$ cat src/rtl/ldpc_pkg.sv
// Shared types and widths for the LDPC encoder scheduler.
// Message, codeword and UART byte widths plus FSM state encoding.
package ldpc_pkg;

    localparam int MSG_W  = 4;
    localparam int CODE_W = 12;
    localparam int BYTE_W = 8;

    typedef enum logic [3:0] {
        S_IDLE,
        S_POP,
        S_ENC_REQ,
        S_ENC_WAIT,
        S_TX_HI,
        S_TX_HI_WAIT,
        S_TX_LO,
        S_TX_LO_WAIT,
        S_NEXT
    } state_t;

endpackage

$ cat src/rtl/ldpc_byte_fifo.sv
// Synchronous byte FIFO for received UART data.
// Head byte is registered on pop; a push into a full FIFO drops.
module ldpc_byte_fifo
    import ldpc_pkg::*;
#(
    parameter int DEPTH = 8
) (
    input  logic                    clk_i,
    input  logic                    rst_i,
    input  logic                    push_i,
    input  logic [BYTE_W-1:0]       data_i,
    input  logic                    pop_i,
    output logic [BYTE_W-1:0]       data_o,
    output logic [$clog2(DEPTH):0]  level_o,
    output logic                    empty_o,
    output logic                    drop_o
);

    localparam int AW = $clog2(DEPTH);

    logic [BYTE_W-1:0] mem_q [DEPTH];
    logic [AW-1:0]     wptr_q, wptr_d;
    logic [AW-1:0]     rptr_q, rptr_d;
    logic [AW:0]       lvl_q, lvl_d;
    logic [BYTE_W-1:0] dout_q, dout_d;
    logic              full;
    logic              rd;
    logic              wr;

    assign full    = (lvl_q == (AW+1)'(DEPTH));
    assign empty_o = (lvl_q == '0);
    // A pop frees the head slot first, so a full FIFO still accepts.
    assign rd      = pop_i && !empty_o;
    assign wr      = push_i && (!full || rd);
    assign drop_o  = push_i && !wr;
    assign data_o  = dout_q;
    assign level_o = lvl_q;

    // Next-state for pointers, level and registered head byte.
    always_comb begin
        wptr_d = wptr_q;
        rptr_d = rptr_q;
        dout_d = dout_q;
        lvl_d  = lvl_q + (AW+1)'(wr) - (AW+1)'(rd);
        if (wr) wptr_d = wptr_q + AW'(1);
        if (rd) begin
            rptr_d = rptr_q + AW'(1);
            dout_d = mem_q[rptr_q];
        end
    end

    // Storage array, written only on an accepted push.
    always_ff @(posedge clk_i) begin
        if (wr) mem_q[wptr_q] <= data_i;
    end

    // Pointer, level and head-byte registers.
    always_ff @(posedge clk_i) begin
        if (rst_i) begin
            wptr_q <= '0;
            rptr_q <= '0;
            lvl_q  <= '0;
            dout_q <= '0;
        end else begin
            wptr_q <= wptr_d;
            rptr_q <= rptr_d;
            lvl_q  <= lvl_d;
            dout_q <= dout_d;
        end
    end

endmodule

$ cat src/rtl/ldpc_enc_scheduler.sv
// Sequences rx bytes through the 4->12 encoder to the UART tx.
// Each byte yields two nibbles, low first, each sent as two bytes.
module ldpc_enc_scheduler
    import ldpc_pkg::*;
#(
    parameter int FIFO_DEPTH  = 8,
    parameter int ENC_TIMEOUT = 64,
    parameter int GUARD_CYC   = 2
) (
    input  logic                         clk,
    input  logic                         rst,
    input  logic                         rx_valid,
    input  logic [BYTE_W-1:0]            rx_data,
    output logic [MSG_W-1:0]             enc_msg,
    output logic                         enc_start,
    input  logic                         enc_done,
    input  logic [CODE_W-1:0]            enc_code,
    output logic                         tx_en,
    output logic [BYTE_W-1:0]            tx_data,
    input  logic                         tx_busy,
    output logic [$clog2(FIFO_DEPTH):0]  fifo_level,
    output logic                         err_overflow,
    output logic                         err_timeout,
    output logic                         idle
);

    localparam int TW = $clog2(ENC_TIMEOUT + 1);
    localparam int GW = $clog2(GUARD_CYC + 2);
    localparam int HW = CODE_W - BYTE_W;

    state_t            state_q, state_d;
    logic              nib_q, nib_d;
    logic [BYTE_W-1:0] code_q, code_d;
    logic [BYTE_W-1:0] tx_q, tx_d;
    logic [TW-1:0]     tmo_q, tmo_d;
    logic [GW-1:0]     grd_q, grd_d;
    logic              eovf_q, eovf_d;
    logic              etmo_q, etmo_d;

    logic [BYTE_W-1:0] byte_w;
    logic              f_empty;
    logic              f_drop;
    logic              pop;

    ldpc_byte_fifo #(
        .DEPTH (FIFO_DEPTH)
    ) u_fifo (
        .clk_i   (clk),
        .rst_i   (rst),
        .push_i  (rx_valid),
        .data_i  (rx_data),
        .pop_i   (pop),
        .data_o  (byte_w),
        .level_o (fifo_level),
        .empty_o (f_empty),
        .drop_o  (f_drop)
    );

    assign enc_msg      = nib_q ? byte_w[7:4] : byte_w[3:0];
    assign tx_data      = tx_q;
    assign err_overflow = eovf_q;
    assign err_timeout  = etmo_q;
    assign idle         = (state_q == S_IDLE) && f_empty;

    // Next-state and strobes for the nibble/byte sequencer.
    always_comb begin
        state_d   = state_q;
        nib_d     = nib_q;
        code_d    = code_q;
        tx_d      = tx_q;
        tmo_d     = tmo_q;
        grd_d     = grd_q;
        eovf_d    = eovf_q | f_drop;
        etmo_d    = etmo_q;
        enc_start = 1'b0;
        tx_en     = 1'b0;
        pop       = 1'b0;
        unique case (state_q)
            S_IDLE: begin
                if (!f_empty) state_d = S_POP;
            end
            S_POP: begin
                pop     = 1'b1;
                nib_d   = 1'b0;
                state_d = S_ENC_REQ;
            end
            S_ENC_REQ: begin
                enc_start = 1'b1;
                tmo_d     = '0;
                state_d   = S_ENC_WAIT;
            end
            S_ENC_WAIT: begin
                if (enc_done) begin
                    code_d  = enc_code[BYTE_W-1:0];
                    tx_d    = {{(BYTE_W-HW){1'b0}},
                               enc_code[CODE_W-1:BYTE_W]};
                    state_d = S_TX_HI;
                end else if (tmo_q == TW'(ENC_TIMEOUT - 1)) begin
                    etmo_d  = 1'b1;
                    state_d = S_NEXT;
                end else begin
                    tmo_d = tmo_q + TW'(1);
                end
            end
            S_TX_HI: begin
                if (!tx_busy) begin
                    tx_en   = 1'b1;
                    grd_d   = '0;
                    state_d = S_TX_HI_WAIT;
                end
            end
            S_TX_HI_WAIT: begin
                // busy may lag tx_en, so it is not trusted at first
                if (grd_q != GW'(GUARD_CYC)) begin
                    grd_d = grd_q + GW'(1);
                end else if (!tx_busy) begin
                    tx_d    = code_q;
                    state_d = S_TX_LO;
                end
            end
            S_TX_LO: begin
                if (!tx_busy) begin
                    tx_en   = 1'b1;
                    grd_d   = '0;
                    state_d = S_TX_LO_WAIT;
                end
            end
            S_TX_LO_WAIT: begin
                if (grd_q != GW'(GUARD_CYC)) begin
                    grd_d = grd_q + GW'(1);
                end else if (!tx_busy) begin
                    state_d = S_NEXT;
                end
            end
            S_NEXT: begin
                if (!nib_q) begin
                    nib_d   = 1'b1;
                    state_d = S_ENC_REQ;
                end else if (!f_empty) begin
                    state_d = S_POP;
                end else begin
                    state_d = S_IDLE;
                end
            end
            default: state_d = S_IDLE;
        endcase
    end

    // Sequencer registers; reset drops any in-flight work.
    always_ff @(posedge clk) begin
        if (rst) begin
            state_q <= S_IDLE;
            nib_q   <= 1'b0;
            code_q  <= '0;
            tx_q    <= '0;
            tmo_q   <= '0;
            grd_q   <= '0;
            eovf_q  <= 1'b0;
            etmo_q  <= 1'b0;
        end else begin
            state_q <= state_d;
            nib_q   <= nib_d;
            code_q  <= code_d;
            tx_q    <= tx_d;
            tmo_q   <= tmo_d;
            grd_q   <= grd_d;
            eovf_q  <= eovf_d;
            etmo_q  <= etmo_d;
        end
    end

endmodule

$ cat config.mk
export PLATFORM = sky130hd
export DESIGN_NAME = ldpc_enc_scheduler
export DESIGN_NICKNAME = d
export VERILOG_FILES = /design/src/rtl/ldpc_pkg.sv /design/src/rtl/ldpc_byte_fifo.sv /design/src/rtl/ldpc_enc_scheduler.sv
export SDC_FILE = /design/constraint.sdc
export NUM_CORES = 1
export LEC_CHECK = 0
export BUFFER_PORTS_ARGS = -buffer_cell sky130_fd_sc_hd__buf_2
export CAP_MARGIN = 20
export CORE_AREA = 2 2 104 106
export DETAILED_ROUTE_END_ITERATION = 8
export DIE_AREA = 0 0 106 108
export GPL_ROUTABILITY_DRIVEN = 0
export HOLD_SLACK_MARGIN = 0.05
export PLACE_DENSITY = 0.66
export SLEW_MARGIN = 20
export SYNTH_ARGS = -nofsm -noshare
export SYNTH_HDL_FRONTEND = slang
export SYNTH_SLANG_ARGS = --single-unit
$ cat constraint.sdc
create_clock -name clk -period 3 [get_ports clk]
set_clock_uncertainty 0.05 [all_clocks]
set_input_delay 0.45 -clock clk [delete_from_list [all_inputs] [get_ports clk]]
set_output_delay 0.45 -clock clk [all_outputs]
set_load 0.02 [all_outputs]
# After elaboration in Yosys (flattened, before gate mapping)

Memories as Yosys holds them, arrays and structs flattened. A register that Yosys moved wholly into a read port is not among the register bits.
Index checks and enable logic that the tools add are counted.

Bits in registers: 42
Latch bits: 0
Memory bits (writable): 64
ROM bits: 0
Input bits: 25
Output and inout port bits: 21
Logic and storage cells: 96
Memories kept: 1

Add/sub/neg operators: 6
Multiply operators: 0
Div/mod/pow operators: 0
$lt $le $gt $ge: 0
Equality and inequality tests: 24
Shift-type cells: 0
Muxes and demuxes: 30
Bitwise gates (word level): 2
Reduce and logical (&&, ||, !) cells: 22

Memories:

| name         | depth | bits a word | rd ports | clocked after Yosys merged registers in | write ports | line                 | source |
|---|---|---|---|---|---|---|---|
| u_fifo.mem_q | 8     | 8           | 1        | 1                                       | 1           | ldpc_byte_fifo.sv:21 | `logic [BYTE_W-1:0] mem_q [DEPTH];` |

Operators with widths:

| cell                  | number |
|---|---|
| $mux W4               | 10 |
| $pmux W4 S9           | 1 |
| $mux W8               | 3 |
| $ne A2 B2 Y1 const B  | 12 |
| $eq A4 B3 Y1 const B  | 4 |
| $pmux W8 S2           | 1 |
| $mux W7               | 2 |
| $pmux W7 S2           | 1 |
| $reduce_and A3 Y1     | 3 |
| $eq A4 B2 Y1 const B  | 2 |
| $eq A4 B4 Y1 const B  | 2 |
| $logic_not A4 Y1      | 2 |
| $reduce_and A8 Y1     | 1 |
| $reduce_bool A2 Y1    | 4 |
| $add A7 B1 Y7 const B | 1 |
| $eq A7 B6 Y1 const B  | 1 |
| $mux W1               | 7 |
| $add A3 B1 Y3 const B | 2 |
| $mux W2               | 3 |
| $add A4 B1 Y4         | 1 |
| $eq A4 B1 Y1 const B  | 1 |
| $logic_and A1 B1 Y1   | 4 |
| $pmux W2 S2           | 1 |
| $reduce_and A4 Y1     | 1 |
| other kinds (11)      | 14 |

# Longest topological paths before layout

Depth after elaboration: 8
Gate-level depth with buffers: 12

# Hierarchy

From an unflattened synthesis, not the netlist that was laid out.

Cell total of the unflattened synthesis: 394
Area, all modules: 4944.7 um2

By module, submodules not included:

| module             | times used | cells each | area an instance (um2) | sequential area each (um2) |
|---|---|---|---|---|
| ldpc_byte_fifo     | 1          | 212        | 3339.5                 | 2282.2 |
| ldpc_enc_scheduler | 1          | 182        | 1605.3                 | 640.6 |

# Worst setup path before layout

OpenSTA, ideal clock, no wires.

Path type: register to register
From: register u_fifo.lvl_q[2], in the netlist u_fifo.level_o[2]
To: memory u_fifo.mem_q[0][0] (enable)
Setup time: 0.395 ns
Arrival time: 2.039 ns
Required time: 2.555 ns
Setup slack: 0.516 ns
Stages on the path, launching flop included: 7
Path buffers: 0
Clock period less this slack: 2.484 ns
Path through: dfxtp_1 -> inv_1 -> ha_1 -> nor3b_1 -> o21ai_2 -> nand2_2 -> nor4_1

Word-level cells in the longest chain between the ends: 7
Elaborated cells on any way between the ends: 9
Classes of those cells: eq/ne (1); mux (2); reduce/logical (6)

RTL lines:

| what                            | line                 | source |
|---|---|---|
| from (decl)                     | ldpc_byte_fifo.sv:24 | `logic [AW:0] lvl_q, lvl_d;` |
| from (signal assigned)          | ldpc_byte_fifo.sv:67 | `lvl_q <= lvl_d;` |
| $logic_not A4 Y1                | ldpc_byte_fifo.sv:31 | `assign empty_o = (lvl_q == '0);` |
| $logic_not A1 Y1                | ldpc_byte_fifo.sv:33 | `assign rd = pop_i && !empty_o;` |
| $logic_and A1 B1 Y1             | ldpc_byte_fifo.sv:33 |  |
| $logic_or A1 B1 Y1 *            | ldpc_byte_fifo.sv:34 | `assign wr = push_i && (!full \|\| rd);` |
| $logic_and A1 B1 Y1 *           | ldpc_byte_fifo.sv:34 |  |
| $mux W1 *                       | ldpc_byte_fifo.sv:54 | `if (wr) mem_q[wptr_q] <= data_i;` |
| $mux W1 (not written as such) * | ldpc_byte_fifo.sv:54 |  |
| to (decl)                       | ldpc_byte_fifo.sv:21 |  |

Mark *: on every way between the ends. The rest lies on a longest branch, timed or not.

# Worst setup path after layout

From: register u_fifo.lvl_q[2], in the netlist u_fifo.level_o[2]
To: output idle

Word-level cells in the longest chain between the ends: 2

RTL lines:

| what                | line                     | source |
|---|---|---|
| $logic_not A4 Y1    | ldpc_byte_fifo.sv:31     |  |
| $logic_and A1 B1 Y1 | ldpc_enc_scheduler.sv:63 | `assign idle = (state_q == S_IDLE) && f_empty;` |
| to (decl)           | ldpc_enc_scheduler.sv:24 | `output logic idle` |

Every way passes these cells.

==> results.md <==
* Reg clk slew, reported paths at 60 ps
* Status: finished clean
* Skew-Pair Late Insertion Delay at 510 ps
* Fmax at 378 MHz
* Worst Hold End: code_q[3]
* R2r setup slk at 510 ps
* Main combinational cell family by area after synthesis: simple AND/OR/NAND/NOR gates
* Hold Crit Start: enc_code[3]
* DP HPWL at 6.09 mm
* Area Growth Syn to Fin at 19.6%
* Global-route wire length before repair at 15.3 mm
* Number of synthesis warnings at 0
* Largest net degree at the start of global routing at 38
* Worst reg2reg startpoint: state_q[1]
* Post-synth EDFFs at 64
* RSZ-0062 raised after global routing: false
* Post-synthesis xor/xnor area fraction at 0.902%
* Row cnt at 37
* M1 wire length at 4.20 mm
* Number of synthesized register bits at 114
* Flop pwr share at 38.6%
* Hold-fix buffers at CTS at 0
* Critical path's top delay family: simple AND/OR/NAND/NOR gates
* Min cycle time layout at 2640 ps
* Compound-Gate Fraction of Synth Area at 9.30%
* Max IR drop VDD at 0.000532 V
* Worst Path Class, Setup: reg2out
* Cell area after synthesis at 4860 um2
* WL met2 at 4.84 mm
* Cell Chain, Critical Path: inv_1 > ha_1 > or3b_2 > nor4_4 > buf_2
* Resize count post-CTS at 0
* Post-synthesis mux area share at 9.40%
* DRT antenna net count at 0
* Slew Viols, Final at 0
* H-tree depth at 4
* Most frequent cells in the layout: edfxtp_1 (64), dfxtp_1 (50), buf_2 (45), nand2_1 (41), nor2_1 (36)
* Core area at 10,200 um2
* Initial Util at 47.5%
* R2R Path End: u_fifo.level_o[2]
* Max_slew headroom at 43.7%
* CP max stage cell: or3b_2
* WP depth at 5
* Clock buffer depth at 2
* DRT Wirelength at 9.62 mm
* TritonCTS clock tree: built
* Most common cell after layout, fill and taps aside: edfxtp_1
* Buffers and inverters on the worst path at 2
* Power share of the clock group at 36.9%
* Placement Setup Slack at 572 ps
* CTS buffer count at 17
* Fillers at 861
* IO Count at 46
* Initial antenna violation count at 0
* Post-synth top flop: edfxtp_1
* Setup bufs post-CTS at 0
* Design area at 5810 um2
* Sequential fraction of the synthesis area at 60.2%
* Via-per-instance ratio at 5.35
* Top cells by area, synth: edfxtp_1 (40%), dfxtp_1 (21%), mux4_2 (7.4%)
* Yosys top cell by area: edfxtp_1
* Setup TNS at 0 ps
* Comb pwr share at 24.6%
* Power Density at 858 nW/um2
* Initial DRC Count at 180
* Die Width at 106 um
* Cell count after synthesis at 391
* Die area at 11,400 um2
* Switch share at 30.6%
* Die height at 108 um
* Max Used Layer: met4
* Synthesized Nets at 427
* Share of cells above drive strength 1 at 26.0%
* Placed cell areas at 5260 um2
* Max-Cap Viols at 0
* Post-synth top area share at 39.6%
* Min-Delay Path Class: in2reg
* CP required at 2500 ps
* Kind of end point of the critical path: output port
* Hold Vio Cnt, Final at 0
* GRT overflow at 0
* Post-synth ARST share at 0%
* DRC at 0
* Antenna cells at 0
* Final #Nets at 485
* Post-synth cell types at 64
* Adder-Cell Fraction of Synth Area at 2.99%
* CP Launch Type: flop
* Crit path largest cell delay at 540 ps
* Internal at 0.00346 W
* WHS at 125 ps
* Critical Path Fanout Max at 5
* Gr usage total at 18.0%
* Total number of vias at 3,200
* Hold depth at 3
* Routed WL per cell at 16.1 um
* Post-Syn Area per Cell at 12.4 um2
* Post-synthesis simple-gate area fraction at 14.0%
* Drt first pass iters at 4
* Clock Sink Count at 114
* Metal3 WL at 436 um
* # setup viols final at 0
* Reg2reg path depth at 9
* Root buf cell: clkbuf_8
* IO buf count at 45
* Psw at 0.00152 W
* Pleak at 2.10 nW
* Worst EP arrival at 2140 ps
* Final WS setup at 357 ps
* Worst-margin pin slew at 844 ps
* Post-route clock period utilization at 88.1%
* Number of global-route vias before repair at 3,080
## state kept, by name, summed over array words and instances, names as in the netlist
register        cells
u_fifo.mem_q       64
code_q              8
tx_data             8
u_fifo.data_o       8
tmo_q               7
state_q             4
u_fifo.level_o      4
u_fifo.rptr_q       3
u_fifo.wptr_q       3
grd_q               2
err_overflow        1
err_timeout         1
nib_q               1
## power by group through the flow
stage	registers (W)	logic, W	clock network [W]
4_1_cts	0.00192	0.00124	0.00187
5_1_grt	0.00194	0.00136	0.00195
2_1_floorplan	0.00194	0.000942	0
3_5_place_dp	0.00195	0.00122	0
3_3_place_gp	0.00194	0.00120	0
6_report	0.00192	0.00122	0.00184
## worst register-to-register path, delay by kind of cell, from the launching register on
kind	cells	cell delay, ps
buffers and inverters	2	120
XOR/XNOR	1	140
adder cells (fa/ha/maj)	3	810
AND/OR/NAND/NOR	3	800
flip-flops	1	440
## cell families (layout without fill, tap and decap cells)
| kind of cell | Yosys count | after routing |
|---|---|---|
| AO/OA/AOI/OAI | 71 | 71 |
| XOR/XNOR | 5 | 5 |
| adder cells (fa/ha/maj) | 11 | 11 |
| buffers and inverters | 36 | 107 |
| flip-flops | 114 | 114 |
| multiplexers | 25 | 25 |
| AND/OR/NAND/NOR | 129 | 129 |
## area by class of cell
class / count / area [um2] / area share (%)
clock buffers: 18 / 418 / 7.20
clock inverters: 14 / 128 / 2.20
inverters: 16 / 61.3 / 1.06
multi-input cells: 241 / 1780 / 30.6
flip-flops and latches: 114 / 2920 / 50.3
well taps: 136 / 170 / 2.93
repair buffers: 59 / 330 / 5.69
## cells in the mapped netlist (all sizes together), types with 3 or more instances
library cell,instances
edfxtp,64
dfxtp,50
nand2,42
nor2,36
a21oi,19
mux4,16
o21ai,16
inv,15
clkbuf,11
ha,10
buf,9
nand3,9
o22ai,9
nor3,6
a22oi,5
mux2,5
nand2b,5
a311oi,4
mux2i,4
nor4,4
xnor2,4
a21o,3
a31oi,3
nor2b,3
nor3b,3
nor4b,3
## per-layer routing
metal,vias up,global-route usage [%]
li1,1579,-
met1,1534,20.9
met2,71,30.7
met3,16,6.03
met4,0,7.52
met5,-,0
## stage by stage
step,power (W),utilization (%),std cells
after global routing,0.00525,56.8,598
after detailed placement,0.00317,51.4,566
after CTS,0.00504,56.8,598
after floorplan,0.00288,-,391
final,0.00498,56.8,598
after global placement,0.00314,51.4,566
## worst max-delay path by stage
stage,startpoint,endpoint,slack [ps]
2_1_floorplan,u_fifo.level_o[2],u_fifo.mem_q[0][0],520
3_3_place_gp,state_q[1],u_fifo.level_o[2],630
3_5_place_dp,state_q[1],u_fifo.level_o[3],570
4_1_cts,u_fifo.level_o[2],idle,320
5_1_grt,u_fifo.level_o[2],idle,230
6_report,u_fifo.level_o[2],idle,360
No activity file was read; power rests on OpenSTA's default activity.
